===== src/rtl/mesh_router_xy_pkg.sv =====
// Shared types for the XY mesh router: packet/address layout, port indices, round-robin helper.
package mesh_router_xy_pkg;

  localparam int MESH_DIMENSION = 5;
  localparam int NUM_PORTS      = 5;
  localparam int COORD_W        = 4;

  typedef enum logic [2:0] {
    PORT_LOCAL = 3'd0,
    PORT_NORTH = 3'd1,
    PORT_SOUTH = 3'd2,
    PORT_EAST  = 3'd3,
    PORT_WEST  = 3'd4
  } port_e;

  typedef struct packed {
    logic [COORD_W-1:0] x;
    logic [COORD_W-1:0] y;
    logic [COORD_W-1:0] z;
  } addr_t;

  typedef struct packed {
    logic [7:0]  ctrl;
    addr_t       addr;
    logic [31:0] data;
  } pkt_t;

  // Next port index in the cyclic order 0..NUM_PORTS-1.
  function automatic logic [2:0] rr_next(input logic [2:0] p);
    return (p == 3'(NUM_PORTS - 1)) ? 3'd0 : p + 3'd1;
  endfunction

endpackage


===== src/rtl/mesh_router_xy_in_fifo.sv =====
// Per-input packet FIFO of the mesh router; full/empty derive from a registered occupancy count.
module router_in_fifo
  import mesh_router_xy_pkg::*;
#(
  parameter int DEPTH = 4
) (
  input  logic clk,
  input  logic rst_n,
  input  logic push,
  input  pkt_t pkt,
  input  logic pop,
  output pkt_t head,
  output logic empty,
  output logic full
);

  localparam int AW = $clog2(DEPTH);
  localparam logic [AW:0] DEPTH_C = (AW + 1)'(DEPTH);

  pkt_t          mem_q [DEPTH];
  logic [AW-1:0] wr_ptr_q, wr_ptr_d;
  logic [AW-1:0] rd_ptr_q, rd_ptr_d;
  logic [AW:0]   count_q, count_d;
  logic          do_push, do_pop;

  assign empty = (count_q == '0);
  assign full  = (count_q == DEPTH_C);
  assign head  = mem_q[rd_ptr_q];

  always_comb begin
    do_push  = push && !full;
    do_pop   = pop && !empty;
    wr_ptr_d = do_push ? wr_ptr_q + 1'b1 : wr_ptr_q;
    rd_ptr_d = do_pop ? rd_ptr_q + 1'b1 : rd_ptr_q;
    count_d  = count_q;
    case ({do_push, do_pop})
      2'b10:   count_d = count_q + 1'b1;
      2'b01:   count_d = count_q - 1'b1;
      default: count_d = count_q;
    endcase
  end

  always_ff @(posedge clk or negedge rst_n) begin
    if (!rst_n) begin
      wr_ptr_q <= '0;
      rd_ptr_q <= '0;
      count_q  <= '0;
    end else begin
      wr_ptr_q <= wr_ptr_d;
      rd_ptr_q <= rd_ptr_d;
      count_q  <= count_d;
    end
  end

  // Storage needs no reset: an empty FIFO never exposes its head downstream.
  always_ff @(posedge clk) begin
    if (do_push) mem_q[wr_ptr_q] <= pkt;
  end

endmodule


===== src/rtl/mesh_router_xy.sv =====
// 5-port XY dimension-order mesh router tile: input FIFOs, per-output round-robin, output register.
// Optional per-port forward / drop statistics under MESH_ROUTER_STATS_EN.
module mesh_router_xy
  import mesh_router_xy_pkg::*;
#(
  parameter int MESH_DIM   = MESH_DIMENSION,
  parameter int MY_X       = 0,
  parameter int MY_Y       = 0,
  parameter int FIFO_DEPTH = 4
) (
  input  logic                          clk,
  input  logic                          rst_n,
  input  logic [NUM_PORTS-1:0]          in_valid,
  output logic [NUM_PORTS-1:0]          in_ready,
  input  pkt_t [NUM_PORTS-1:0]          in_pkt,
  output logic [NUM_PORTS-1:0]          out_valid,
  input  logic [NUM_PORTS-1:0]          out_ready,
  output pkt_t [NUM_PORTS-1:0]          out_pkt,
`ifdef MESH_ROUTER_STATS_EN
  output logic [NUM_PORTS-1:0][15:0]    stat_fwd_cnt,
  output logic [7:0]                    stat_drop_cnt,
`endif
  output logic                          err_bad_addr
);

  localparam logic [COORD_W:0]   DIM_C = (COORD_W + 1)'(MESH_DIM);
  localparam logic [COORD_W-1:0] X_C   = COORD_W'(MY_X);
  localparam logic [COORD_W-1:0] Y_C   = COORD_W'(MY_Y);

  pkt_t [NUM_PORTS-1:0]      head;
  logic [NUM_PORTS-1:0]      empty, full, pop, bad;
  port_e                     route [NUM_PORTS];

  logic [NUM_PORTS-1:0]      out_valid_q, out_valid_d;
  pkt_t [NUM_PORTS-1:0]      out_pkt_q, out_pkt_d;
  logic [NUM_PORTS-1:0][2:0] rr_ptr_q, rr_ptr_d;
  logic                      err_q, err_d;

  logic                      found;
  logic [2:0]                win, idx;

  // Both handshakes transfer on a rising edge where valid && ready; valid/data hold until then.
  assign in_ready     = ~full;
  assign out_valid    = out_valid_q;
  assign out_pkt      = out_pkt_q;
  assign err_bad_addr = err_q;

  for (genvar i = 0; i < NUM_PORTS; i++) begin : g_fifo
    router_in_fifo #(.DEPTH(FIFO_DEPTH)) u_fifo (
      .clk   (clk),
      .rst_n (rst_n),
      .push  (in_valid[i] && in_ready[i]),
      .pkt   (in_pkt[i]),
      .pop   (pop[i]),
      .head  (head[i]),
      .empty (empty[i]),
      .full  (full[i])
    );
  end

  always_comb begin
    bad = '0;
    for (int i = 0; i < NUM_PORTS; i++) begin
      route[i] = PORT_LOCAL;
      bad[i]   = !empty[i] && (({1'b0, head[i].addr.x} >= DIM_C) ||
                               ({1'b0, head[i].addr.y} >= DIM_C));
      if (head[i].addr.x > X_C)      route[i] = PORT_EAST;
      else if (head[i].addr.x < X_C) route[i] = PORT_WEST;
      else if (head[i].addr.y > Y_C) route[i] = PORT_NORTH;
      else if (head[i].addr.y < Y_C) route[i] = PORT_SOUTH;
      else                           route[i] = PORT_LOCAL;
    end
  end

  // Each head routes to exactly one output, so no input can be popped twice in a cycle.
  always_comb begin
    pop         = bad;
    out_valid_d = out_valid_q;
    out_pkt_d   = out_pkt_q;
    rr_ptr_d    = rr_ptr_q;
    err_d       = err_q | (|bad);
    found       = 1'b0;
    win         = '0;
    idx         = '0;
    for (int o = 0; o < NUM_PORTS; o++) begin
      found = 1'b0;
      win   = '0;
      idx   = rr_ptr_q[o];
      for (int k = 0; k < NUM_PORTS; k++) begin
        if (!found && !empty[idx] && !bad[idx] && (route[idx] == port_e'(o))) begin
          found = 1'b1;
          win   = idx;
        end
        idx = rr_next(idx);
      end
      if (!out_valid_q[o] || out_ready[o]) begin
        if (found) begin
          out_valid_d[o] = 1'b1;
          out_pkt_d[o]   = head[win];
          pop[win]       = 1'b1;
          rr_ptr_d[o]    = rr_next(win);
        end else begin
          out_valid_d[o] = 1'b0;
        end
      end
    end
  end

  always_ff @(posedge clk or negedge rst_n) begin
    if (!rst_n) begin
      out_valid_q <= '0;
      out_pkt_q   <= '0;
      rr_ptr_q    <= '0;
      err_q       <= 1'b0;
    end else begin
      out_valid_q <= out_valid_d;
      out_pkt_q   <= out_pkt_d;
      rr_ptr_q    <= rr_ptr_d;
      err_q       <= err_d;
    end
  end

`ifdef MESH_ROUTER_STATS_EN
  logic [NUM_PORTS-1:0][15:0] fwd_cnt_q, fwd_cnt_d;
  logic [7:0]                 drop_cnt_q, drop_cnt_d;
  logic [2:0]                 drop_now;
  logic [8:0]                 drop_sum;

  assign stat_fwd_cnt  = fwd_cnt_q;
  assign stat_drop_cnt = drop_cnt_q;

  always_comb begin
    fwd_cnt_d = fwd_cnt_q;
    drop_now  = '0;
    for (int o = 0; o < NUM_PORTS; o++) begin
      if (out_valid_q[o] && out_ready[o] && (fwd_cnt_q[o] != 16'hFFFF))
        fwd_cnt_d[o] = fwd_cnt_q[o] + 16'd1;
    end
    for (int i = 0; i < NUM_PORTS; i++) drop_now = drop_now + {2'b00, bad[i]};
    drop_sum   = {1'b0, drop_cnt_q} + {6'b0, drop_now};
    drop_cnt_d = drop_sum[8] ? 8'hFF : drop_sum[7:0];
  end

  always_ff @(posedge clk or negedge rst_n) begin
    if (!rst_n) begin
      fwd_cnt_q  <= '0;
      drop_cnt_q <= '0;
    end else begin
      fwd_cnt_q  <= fwd_cnt_d;
      drop_cnt_q <= drop_cnt_d;
    end
  end
`endif

endmodule


===== config.mk =====
export PLATFORM = sky130hd
export DESIGN_NAME = mesh_router_xy
export DESIGN_NICKNAME = d
export VERILOG_FILES = /design/src/rtl/mesh_router_xy_pkg.sv /design/src/rtl/mesh_router_xy_in_fifo.sv /design/src/rtl/mesh_router_xy.sv
export SDC_FILE = /design/constraint.sdc
export NUM_CORES = 2
export LEC_CHECK = 0
export BUFFER_PORTS_ARGS = -buffer_cell sky130_fd_sc_hd__buf_4
export CAP_MARGIN = 20
export CORE_ASPECT_RATIO = 2
export CORE_MARGIN = 2
export CORE_UTILIZATION = 25
export CTS_BUF_LIST = sky130_fd_sc_hd__clkbuf_8
export DETAILED_ROUTE_END_ITERATION = 16
export SKIP_LAST_GASP = 1
export SYNTH_ARGS = -nofsm -noshare
export SYNTH_HDL_FRONTEND = slang
export SYNTH_SLANG_ARGS = --single-unit

===== constraint.sdc =====
create_clock -name clk -period 6.52 [get_ports clk]
set_clock_uncertainty 0.15 [all_clocks]
set_input_delay 0.978 -clock clk [delete_from_list [all_inputs] [get_ports clk]]
set_output_delay 0.978 -clock clk [all_outputs]
set_load 0.01 [all_outputs]

==> results_dict.tcl <==
set metrics [dict create \
    r2r-end "g_fifo[3].u_fifo.count_q[2]" \
    fmax_ghz 0.162 \
    finalCriticalPeriod_ps 6170 \
    fillers 22100 \
    synth_cells 3395 \
    grt_max_degree 130 \
    slowest_delay_ps 550 \
    yosysUniqueCellTypes 98 \
    design.die.area_sq_um 228000 \
    drive_gt1_share_pct 32.3 \
    antenna_left 0 \
    antenna_found_initial 94 \
    rows 245 \
    cp.arrival_ps 6870 \
    yosysSeqAreaShare_pct 67.2 \
    tns_ps 0 \
    syn_to_final_growth_pct 21.4 \
    cp.required_ps 7220 \
    track_usage_pct 19.0 \
    post_cts_buffers 0 \
    ys_warn_count 0 \
    clkSlewWorstSetupHoldPaths_ps 80 \
    post-dp-hpwl_mm 163 \
    die-width_um 339 \
    gp_congestion 0.943 \
    avgViaCountPerCell 4.87 \
    cap_violations 0 \
    rsz0062_at_grt "false" \
    synth-edff-count 1040 \
    drc 0 \
    port_buffers 488 \
    grt_overflow_total 0 \
    vias 35100 \
    clock_latency_ps 930 \
    start_util_pct 25.1 \
    cts_tree "done" \
    drt_wl_total_mm 221 \
    fin_crit_sh_pct 94.6 \
    final_cell_mix "1040 x edfxtp_1, 678 x buf_4, 262 x mux4_2" \
    fin_nets 4386 \
    num_io_pins 543 \
    clk_path_buf_depth 4 \
    worstHoldPathCells 1 \
    register_area_sq_um 37700 \
    hp-start "in_pkt[53]" \
    cts_sinks 1297 \
    timing_hold_violations_final 0 \
    clockRootBuffer "clkbuf_8" \
    status "completed" \
    synth_area_sq_um 56000 \
    crit_slowest_cell "dfrtp_1" \
    h-tree-depth 4 \
    die_h_um 673 \
    first_iter_violations 3121 \
    ys_seq_elements 1297 \
    avgSynthCellArea_sq_um 16.5 \
    ff2ff_path_depth 25 \
    synthArstFlopShare_pct 19.8 \
    crit_fanout 9 \
    slew_headroom_pct 28.5 \
    drt-pass1-iter-count 7 \
    report.final.slew_viol_count 0 \
    wl_per_cell_um 30.7 \
    multi_input_area_sq_um 17000 \
    final_common_cell "edfxtp_1" \
    setup_violations 0 \
    core_sq_um 223000 \
    min_path_type "input pin to flip-flop" \
    endpoint_kind "flip-flop" \
    r2r_slack_ps 350 \
    hold-path-endpoint "g_fifo[1].u_fifo.mem_q[1][1]" \
    grt_pass1_vias 36100 \
    critPathKind "flip-flop to flip-flop" \
    grt_pass1_wl_mm 299 \
    start_kind "flip-flop" \
    tightest_slew_ps 1070 \
    timing.rr.start "rr_ptr_q[10]" \
    synth-main-ff-cell "edfxtp_1" \
    cts_buffers 200 \
]
## timing repair
action	in CTS	in global routing
hold buffers	16	0
hold endpoints to repair	125	0
gates resized for setup	0	1
setup endpoints to repair	0	1
## cell families after synthesis
logic type	after synthesis	synth area share, %
flops	1297	67.2
compound gates	598	7.25
simple gates	522	5.05
mux	517	15.6
buf+inv	374	3.13
fa+ha+maj	55	1.30
xor+xnor	31	0.485
other cells	1	0.00669
## state kept, by name, indices dropped and copies added (netlist names)
signal,count
g_fifo.u_fifo.rd_ptr_q,10
g_fifo.u_fifo.wr_ptr_q,10
out_valid,4
g_fifo.u_fifo.mem_q,1040
rr_ptr_q,9
out_pkt,208
err_bad_addr,1
g_fifo.u_fifo.count_q,15
## worst max path at each step
| stage | start | end | cells past startpoint |
|---|---|---|---|
| floorplan | rr_ptr_q[0] | g_fifo[3].u_fifo.count_q[2] | 26 |
| global placement | rr_ptr_q[10] | g_fifo[3].u_fifo.count_q[2] | 24 |
| detailed placement | rr_ptr_q[10] | g_fifo[3].u_fifo.count_q[2] | 23 |
| CTS | rr_ptr_q[10] | g_fifo[3].u_fifo.count_q[2] | 23 |
| global route | rr_ptr_q[0] | g_fifo[1].u_fifo.count_q[2] | 25 |
| finish | rr_ptr_q[10] | g_fifo[3].u_fifo.count_q[2] | 25 |
## final cells by class
type                    count  share of cell area [%]
flip-flops and latches   1297                    55.4
clock buffers             210                    4.25
inverters                  84                   0.464
multi-input cells        1776                    24.9
repair buffers            700                    7.89
diodes                     15                  0.0552
well taps                2964                    5.45
clock inverters           147                    1.53
## synth_stat cells (12+ instances only)
| cell | n | area [sq um] |
|---|---|---|
| nor2_1 | 168 | 631 |
| o22ai_1 | 73 | 457 |
| a222oi_1 | 47 | 470 |
| xnor2_1 | 13 | 114 |
| mux2_1 | 40 | 450 |
| nand3_1 | 40 | 200 |
| and3_1 | 34 | 213 |
| a221oi_1 | 20 | 175 |
| inv_1 | 81 | 304 |
| buf_1 | 24 | 90.1 |
| buf_4 | 58 | 435 |
| a22o_1 | 13 | 114 |
| edfxtp_1 | 1040 | 31200 |
| o21a_1 | 12 | 90.1 |
| nor3_1 | 34 | 170 |
| o21ai_1 | 18 | 90.1 |
| mux2i_1 | 155 | 1550 |
| nor4b_1 | 18 | 158 |
| mux2_2 | 23 | 259 |
| nor2b_1 | 45 | 282 |
| nand2_1 | 63 | 236 |
| clkbuf_1 | 164 | 616 |
| buf_2 | 32 | 160 |
| and2_1 | 21 | 131 |
| a21o_1 | 12 | 90.1 |
| o22a_1 | 35 | 307 |
| a21oi_1 | 160 | 801 |
| a211oi_1 | 14 | 105 |
| mux4_2 | 262 | 5900 |
| mux2_4 | 37 | 556 |
| xor2_1 | 18 | 158 |
| o21ai_0 | 85 | 425 |
| buf_6 | 12 | 135 |
| dfrtp_1 | 257 | 6430 |
| ha_1 | 50 | 626 |
## worst max-delay path: cells and delay by family, from the launching register on
kind / cells / cell delay [ps]
AO/OA/AOI/OAI: 5 / 1410
XOR/XNOR: 2 / 290
adder cells (fa/ha/maj): 4 / 1150
buffers and inverters: 5 / 710
flip-flops: 1 / 550
AND/OR/NAND/NOR: 9 / 1830
## per-layer routing
layer	part of all wire [%]	track usage (%)	vias to the layer above
li1	-	-	14800
met1	34	19.9	18100
met2	51	33.6	1641
met3	7.6	5.15	533
met4	7.3	11.6	36
met5	0.10	0	-
## through the flow
step,hold slack [ps],std cells,util [%],setup WS [ps],instance area (sq um)
global placement,216,6805,28.7,461,63900
finish,79.7,7193,30.5,352,68000
global route,41.6,7182,30.5,55.0,68000
floorplan,314,3447,-,623,56200
detailed placement,216,6805,28.7,430,63900
CTS,0.236,7178,30.5,416,68000
Power is left out: the tool's default activity adds up to more than one toggle a clock period on the data nets, which glitch-free logic cannot reach.
